## config.mk

```make
export PLATFORM = sky130hd
export DESIGN_NAME = nn_inference_acc_relu
export DESIGN_NICKNAME = d
export VERILOG_FILES = /design/src/rtl/nn_inference_acc_relu.sv
export SDC_FILE = /design/constraint.sdc
export NUM_CORES = 1
export LEC_CHECK = 0
export BUFFER_PORTS_ARGS = -buffer_cell sky130_fd_sc_hd__buf_2
export CELL_PAD_IN_SITES_DETAIL_PLACEMENT = 1
export CELL_PAD_IN_SITES_GLOBAL_PLACEMENT = 1
export CORE_ASPECT_RATIO = 1.1
export CORE_MARGIN = 2
export CORE_UTILIZATION = 24
export DETAILED_ROUTE_END_ITERATION = 8
export PLACE_DENSITY = 0.48
export SETUP_SLACK_MARGIN = 0.2
export SYNTH_ARGS = -nofsm -noshare
export SYNTH_HDL_FRONTEND = slang
export SYNTH_SLANG_ARGS = --single-unit
```

## constraint.sdc

```tcl
create_clock -name clk -period 5.77 [get_ports clk]
set_input_delay 1.154 -clock clk [delete_from_list [all_inputs] [get_ports clk]]
set_output_delay 1.154 -clock clk [all_outputs]
set_load 0.005 [all_outputs]
```

## src/rtl/nn_inference_acc_relu.sv

```systemverilog
`default_nettype none
// ============================================================================
// Module   : nn_inference_acc_relu
// Purpose  : Neuron accumulator for the nn_inference datapath. It preloads a
//            Q8.8 bias, accumulates a stream of signed multiplier products
//            with saturation, then rescales, applies ReLU and clamps the
//            result to a 16-bit Q8.8 activation on a valid/ready output.
// Ports    : clk         - clock, all logic on rising edge
//            reset       - synchronous, active-high reset
//            start       - begin new neuron (IDLE, or HOLD with dout_ready)
//            bias        - signed Q8.8 bias, captured with an accepted start
//            prod_valid  - prod is valid this cycle
//            prod        - signed product from the multiplier
//            prod_last   - marks the final product of the neuron
//            in_ready    - product accepted when prod_valid & in_ready
//            busy        - state is not IDLE
//            dout_valid  - activation available
//            dout        - activation, Q8.8, 0 .. 2^(OUT_WIDTH-1)-1
//            dout_ready  - consumer accepts dout when dout_valid & dout_ready
// Revision : 1.0 - initial release
// ============================================================================
module nn_inference_acc_relu #(
    parameter int PROD_WIDTH = 27,
    parameter int ACC_WIDTH  = 32,
    parameter int OUT_WIDTH  = 16,
    parameter int FRAC_SHIFT = 8
) (
    input  logic                  clk,
    input  logic                  reset,
    input  logic                  start,
    input  logic [OUT_WIDTH-1:0]  bias,
    input  logic                  prod_valid,
    input  logic [PROD_WIDTH-1:0] prod,
    input  logic                  prod_last,
    output logic                  in_ready,
    output logic                  busy,
    output logic                  dout_valid,
    output logic [OUT_WIDTH-1:0]  dout,
    input  logic                  dout_ready
);

    localparam logic [1:0] c_IDLE   = 2'd0;
    localparam logic [1:0] c_ACCUM  = 2'd1;
    localparam logic [1:0] c_FINISH = 2'd2;
    localparam logic [1:0] c_HOLD   = 2'd3;

    localparam logic signed [ACC_WIDTH-1:0] c_ACC_MAX = {1'b0, {(ACC_WIDTH-1){1'b1}}};
    localparam logic signed [ACC_WIDTH-1:0] c_ACC_MIN = {1'b1, {(ACC_WIDTH-1){1'b0}}};
    localparam logic [OUT_WIDTH-1:0]        c_ACT_MAX = {1'b0, {(OUT_WIDTH-1){1'b1}}};

    logic [1:0]                  r_state;
    logic [1:0]                  w_state_nxt;
    logic signed [ACC_WIDTH-1:0] r_acc;
    logic [OUT_WIDTH-1:0]        r_dout;

    logic                        w_load_bias;
    logic                        w_acc_en;
    logic                        w_finish;
    logic signed [ACC_WIDTH-1:0] w_bias_ext;
    logic signed [ACC_WIDTH:0]   w_sum;
    logic signed [ACC_WIDTH-1:0] w_sat;
    logic signed [ACC_WIDTH-1:0] w_shift;
    logic [OUT_WIDTH-1:0]        w_act;

    // ------------------------------------------------------------------
    // State register
    // ------------------------------------------------------------------
    always_ff @(posedge clk) begin
        if (reset) begin
            r_state <= c_IDLE;
        end else begin
            r_state <= w_state_nxt;
        end
    end

    // ------------------------------------------------------------------
    // Next-state logic
    // ------------------------------------------------------------------
    always_comb begin
        w_state_nxt = r_state;
        case (r_state)
            c_IDLE:   if (start) w_state_nxt = c_ACCUM;
            c_ACCUM:  if (prod_valid && prod_last) w_state_nxt = c_FINISH;
            c_FINISH: w_state_nxt = c_HOLD;
            c_HOLD:   if (dout_ready) w_state_nxt = start ? c_ACCUM : c_IDLE;
            default:  w_state_nxt = c_IDLE;
        endcase
    end

    // ------------------------------------------------------------------
    // Output / control decode. Every output is a pure decode of the state
    // register, so in_ready never depends combinationally on an input and
    // can drive the multiplier clock enable directly.
    // ------------------------------------------------------------------
    always_comb begin
        in_ready    = (r_state == c_ACCUM);
        busy        = (r_state != c_IDLE);
        dout_valid  = (r_state == c_HOLD);
        w_finish    = (r_state == c_FINISH);
        w_acc_en    = (r_state == c_ACCUM) && prod_valid;
        // A start is only honoured in IDLE, or in HOLD together with the
        // output handshake so a new neuron follows without an idle bubble.
        w_load_bias = start && ((r_state == c_IDLE) ||
                                ((r_state == c_HOLD) && dout_ready));
    end

    // ------------------------------------------------------------------
    // Datapath
    // ------------------------------------------------------------------
    // Bias is Q8.8; the products are Q.16, so align the bias before preload.
    assign w_bias_ext = $signed({{(ACC_WIDTH-OUT_WIDTH){bias[OUT_WIDTH-1]}}, bias}) <<< FRAC_SHIFT;

    // One guard bit is enough to detect overflow of a single add.
    assign w_sum = {r_acc[ACC_WIDTH-1], r_acc}
                 + {{(ACC_WIDTH+1-PROD_WIDTH){prod[PROD_WIDTH-1]}}, prod};

    always_comb begin
        w_sat = w_sum[ACC_WIDTH-1:0];
        if (w_sum[ACC_WIDTH] != w_sum[ACC_WIDTH-1]) begin
            w_sat = w_sum[ACC_WIDTH] ? c_ACC_MIN : c_ACC_MAX;
        end
    end

    // Arithmetic shift floors toward -inf, then ReLU and clamp.
    assign w_shift = r_acc >>> FRAC_SHIFT;

    always_comb begin
        w_act = w_shift[OUT_WIDTH-1:0];
        if (w_shift[ACC_WIDTH-1]) begin
            w_act = '0;
        end else if (w_shift > $signed({{(ACC_WIDTH-OUT_WIDTH){1'b0}}, c_ACT_MAX})) begin
            w_act = c_ACT_MAX;
        end
    end

    always_ff @(posedge clk) begin
        if (reset) begin
            r_acc  <= '0;
            r_dout <= '0;
        end else begin
            if (w_load_bias) begin
                r_acc <= w_bias_ext;
            end else if (w_acc_en) begin
                r_acc <= w_sat;
            end
            if (w_finish) begin
                r_dout <= w_act;
            end
        end
    end

    assign dout = r_dout;

endmodule
`default_nettype wire

```

==> results.txt <==
In the synthesized netlist the dominant register cell turns out to be sky130_fd_sc_hd__dfxtp_1. After synthesis, the largest family of logic cells by area is compound AO/OA/AOI/OAI gates. The count of distinct cell types in the synthesized netlist came out at 66. The post-place setup slack came out at about 1.4 ns.

The startpoint identified for the worst register-to-register timing path is r_acc[0]. After synthesis the netlist holds a flip-flop and latch count of 50. The final instance area is between 4000 and 5000 µm². The run finished with clean final reports. The iteration count of the initial detailed-routing pass is 4. The xor and xnor fraction of the mapped netlist area came out at 5.320%. The ratio of final minimum period to clock period came out at 69.46%. For this run, the register share of the synthesized area comes to a little under a quarter. The number of setup buffers added after CTS is 0. The adder and majority cell fraction of the synthesized area came out at between 10% and 20%. The layout has ~2.2k filler cells. The clock skew after layout came out at roughly 0.012 ns.

The final number of max-transition violations is 0. The worst register-to-register path ends at r_acc[11]. STA classifies the critical path startpoint as an input port. The most common library cell in the layout ignoring fill and taps is sky130_fd_sc_hd__buf_2. Routability-driven placement finished with a final weighted congestion of ~0.8. The residual antenna-violating net count after detailed routing is 0. The number of global-route vias before repair is between 4k and 5k. The number of nets handed over by synthesis was 631. VDD sags by at most around 0.00016 V.

The cell area after technology mapping is 4280 µm². The hold violation count in the final report is 0. The number of buffer cells added on primary ports is 67. The layout-stage area growth over the synthesis result came out at 15.58%.

The number of flops mapped to enable cells by yosys is 0. Global routing used between 10% and 20% of the available tracks across all layers. Counting every instance in the synthesized netlist gives 544. The number of vias per cell after detailed routing came out at ~5.1.

Summed over all nets, the half-perimeter wirelength after detailed placement is ~12000 µm. The number of antenna diodes is 0. The total overflow left after global routing is 0. The routed length per placed instance is ~18 µm. The transition at the pin with the smallest max-transition slack is around 1.2 ns. The worst endpoint required time came out at about 6.0 ns.

The DRC violations left is 0. The worst-case hold slack is 0.4518 ns. The horizontal die dimension came out at about 130 µm. The setup path with the least slack is of type in -> reg.

The per-instance average area after synthesis came out at 7.868 µm². The worst-case setup margin in the final layout is 1.762 ns. The total vias in the final route came out at approximately 4.2k. The number of nets in the layout came out at 681. The nature of the critical path endpoint is a flop. The die outline area came out at about 19000 µm².

The most critical setup path has its startpoint at prod[0]. The clock drives 50 sinks. The path class of the tightest hold or removal check is reg -> reg. The root buffer cell is sky130_fd_sc_hd__clkbuf_16. Counting cells, the worst reg-to-reg path comes to 11. The synthesized-area fraction occupied by and/or/nand/nor cells came out at 19.15%.

The initial antenna violation count is 0. The total negative slack is 0 ns. The core region is about 18000 µm². For this run, the top clock speed supported by timing is approximately 250 MHz. The die extent in y is 144.1 µm.

The fraction of the mapped netlist area in compound gates came out at 33.06%. Entering global routing, the biggest net connects 30 pins. The clock tree from TritonCTS is done. Cells with a size suffix above 1 make up 18.15% of the layout. The arrival time of the worst setup path is between 4 and 5 ns. The critical path ends at r_acc[25]. The CTS buffer count came out at 5. The count of cells resized by post-cts repair came out at 0. The core utilization of the finished layout is about 28%. The maximum root-to-sink buffer count came out at 2. The async set-reset flop share out of synthesis came out at 0%. The worst max-slew margin expressed relative to the limit is 17.78%. For this configuration, the core starts out at a cell density of ~24%. The number of warnings issued by yosys came out at 0. The floorplan has 51 rows. The internal reg-to-reg setup slack is 2.34 ns. The total placed instance area came out at about 4800 µm².

The library cells used most frequently in the layout, excluding fill and tap cells, are sky130_fd_sc_hd__buf_2, sky130_fd_sc_hd__nand2_1, sky130_fd_sc_hd__dfxtp_1, sky130_fd_sc_hd__nor2_1, sky130_fd_sc_hd__a21oi_1. The total wirelength of the detailed-routed design came out at about 15000 µm. The number of maximum-capacitance violations is 0. The clock latency reported for the late side of the worst-skew pair is roughly 0.31 ns.

The maximum fanout along the worst path came out at 19. The total of endpoints with negative setup slack in the final report is 0. After clock tree synthesis, the clock-pin slew on the worst setup and hold paths is around 0.080 ns.

The share of cell area taken by muxes after synthesis came out at less than 1%. Power spread over the standard cell area amounts to roughly 460 nW/µm². The number of primary I/O pins is 68. The number of levels the H-tree was split into came out at 2.

The DRC violation total after the first TritonRoute iteration is between 100 and 150. Setup repair after global routing left no endpoint under its margin. The first global-routing pass estimated 24690 µm of wire. The reported leakage power is between 0.002 and 0.0025 µW. The time the worst path needs with I/O delays and setup is 4.008 ns.

The number of hold-repair buffers added at the cts stage came out at 0.
[critical path: stages]
cell and delay, ns:
sky130_fd_sc_hd__buf_2 0.10, sky130_fd_sc_hd__ha_1 0.22, sky130_fd_sc_hd__inv_1 0.07, sky130_fd_sc_hd__fa_1 0.20, sky130_fd_sc_hd__nand2b_1 0.14, sky130_fd_sc_hd__a21oi_1 0.11, sky130_fd_sc_hd__o21ai_0 0.52, sky130_fd_sc_hd__a211oi_4 0.15
sky130_fd_sc_hd__o211ai_4 0.27, sky130_fd_sc_hd__and3_1 0.72, sky130_fd_sc_hd__nor2_1 0.25, sky130_fd_sc_hd__a221oi_1 0.32
[Yosys cell counts, drive strengths merged, types with 2 or more instances]
| cell type | n | area [µm²] |
|---|---|---|
| a2111oi | 5 | 50.04 |
| a211o | 2 | 17.52 |
| a211oi | 16 | 177.7 |
| a21boi | 3 | 22.52 |
| a21o | 17 | 127.6 |
| a21oi | 45 | 236.5 |
| a221oi | 2 | 17.52 |
| a22oi | 2 | 15.01 |
| a311oi | 3 | 26.28 |
| a31oi | 17 | 106.4 |
| and2 | 8 | 55.06 |
| and3 | 11 | 73.82 |
| buf | 13 | 95.09 |
| clkbuf | 14 | 55.05 |
| dfxtp | 50 | 1001 |
| ha | 37 | 462.9 |
| inv | 13 | 48.80 |
| maj3 | 8 | 90.09 |
| nand2 | 64 | 240.2 |
| nand2b | 5 | 31.28 |
| nand3 | 16 | 80.08 |
| nand4 | 4 | 25.02 |
| nor2 | 49 | 183.9 |
| nor2b | 2 | 12.51 |
| nor3 | 10 | 50.05 |
| nor4 | 4 | 25.02 |
| o211ai | 10 | 93.84 |
| o21a | 6 | 45.04 |
| o21ai | 36 | 180.2 |
| o21bai | 8 | 60.06 |
| o22ai | 2 | 12.51 |
| o311ai | 16 | 140.1 |
| or3 | 3 | 18.77 |
| xnor2 | 15 | 131.4 |
| xor2 | 11 | 96.34 |
[metal layers]
metal,GRT usage (%),up-vias,part of all wire (%)
li1,-,2123,-
met1,20.00,2042,46
met2,30.72,63,50
met3,2.944,8,3.1
met4,3.089,0,0.90
met5,0,-,0
[area by class of cell]
class,count,area [µm²],share of cell area [%]
multi-input combinational,452,3060,61.86
sequential,50,1001,20.23
timing repair buffer,72,372.9,7.537
tap,238,297.8,6.019
clock buffer,6,128.9,2.605
inverter,13,48.80,0.9863
clock inverter,2,37.54,0.7587
[cell families after synthesis]
family,after synthesis
AND/OR/NAND/NOR,179
buffers and inverters,42
adder cells (fa/ha/maj),46
flip-flops,50
multiplexers,2
AO/OA/AOI/OAI,199
XOR/XNOR,26
[worst min-delay path by stage]
stage	startpoint	end	slack, ns	cells after the start
after global placement	dout[11]	dout[11]	0.43	2
final	dout[7]	dout[7]	0.45	2
after detailed placement	dout[13]	dout[13]	0.44	2
after CTS	dout[13]	dout[13]	0.46	2
after global routing	dout[8]	dout[8]	0.49	2
after floorplan	dout[0]	dout[0]	0.45	2
[power breakdown]
| part | switching (µW) | internal [µW] |
|---|---|---|
| combinational | 851 | 519 |
| sequential | 80.3 | 445 |
| clock | 155 | 206 |
[registers in the layout, indices dropped and copies added, names as in the netlist]
signal,cells
r_state,2
r_acc,32
dout,16
[through the flow]
stage          power [µW]  cells
6_report             2256    833
5_1_grt              2460    833
4_1_cts              2289    833
3_5_place_dp         1913    825
3_3_place_gp         1901    825
2_1_floorplan        1522    544
Power figures use the tool's default switching activity.
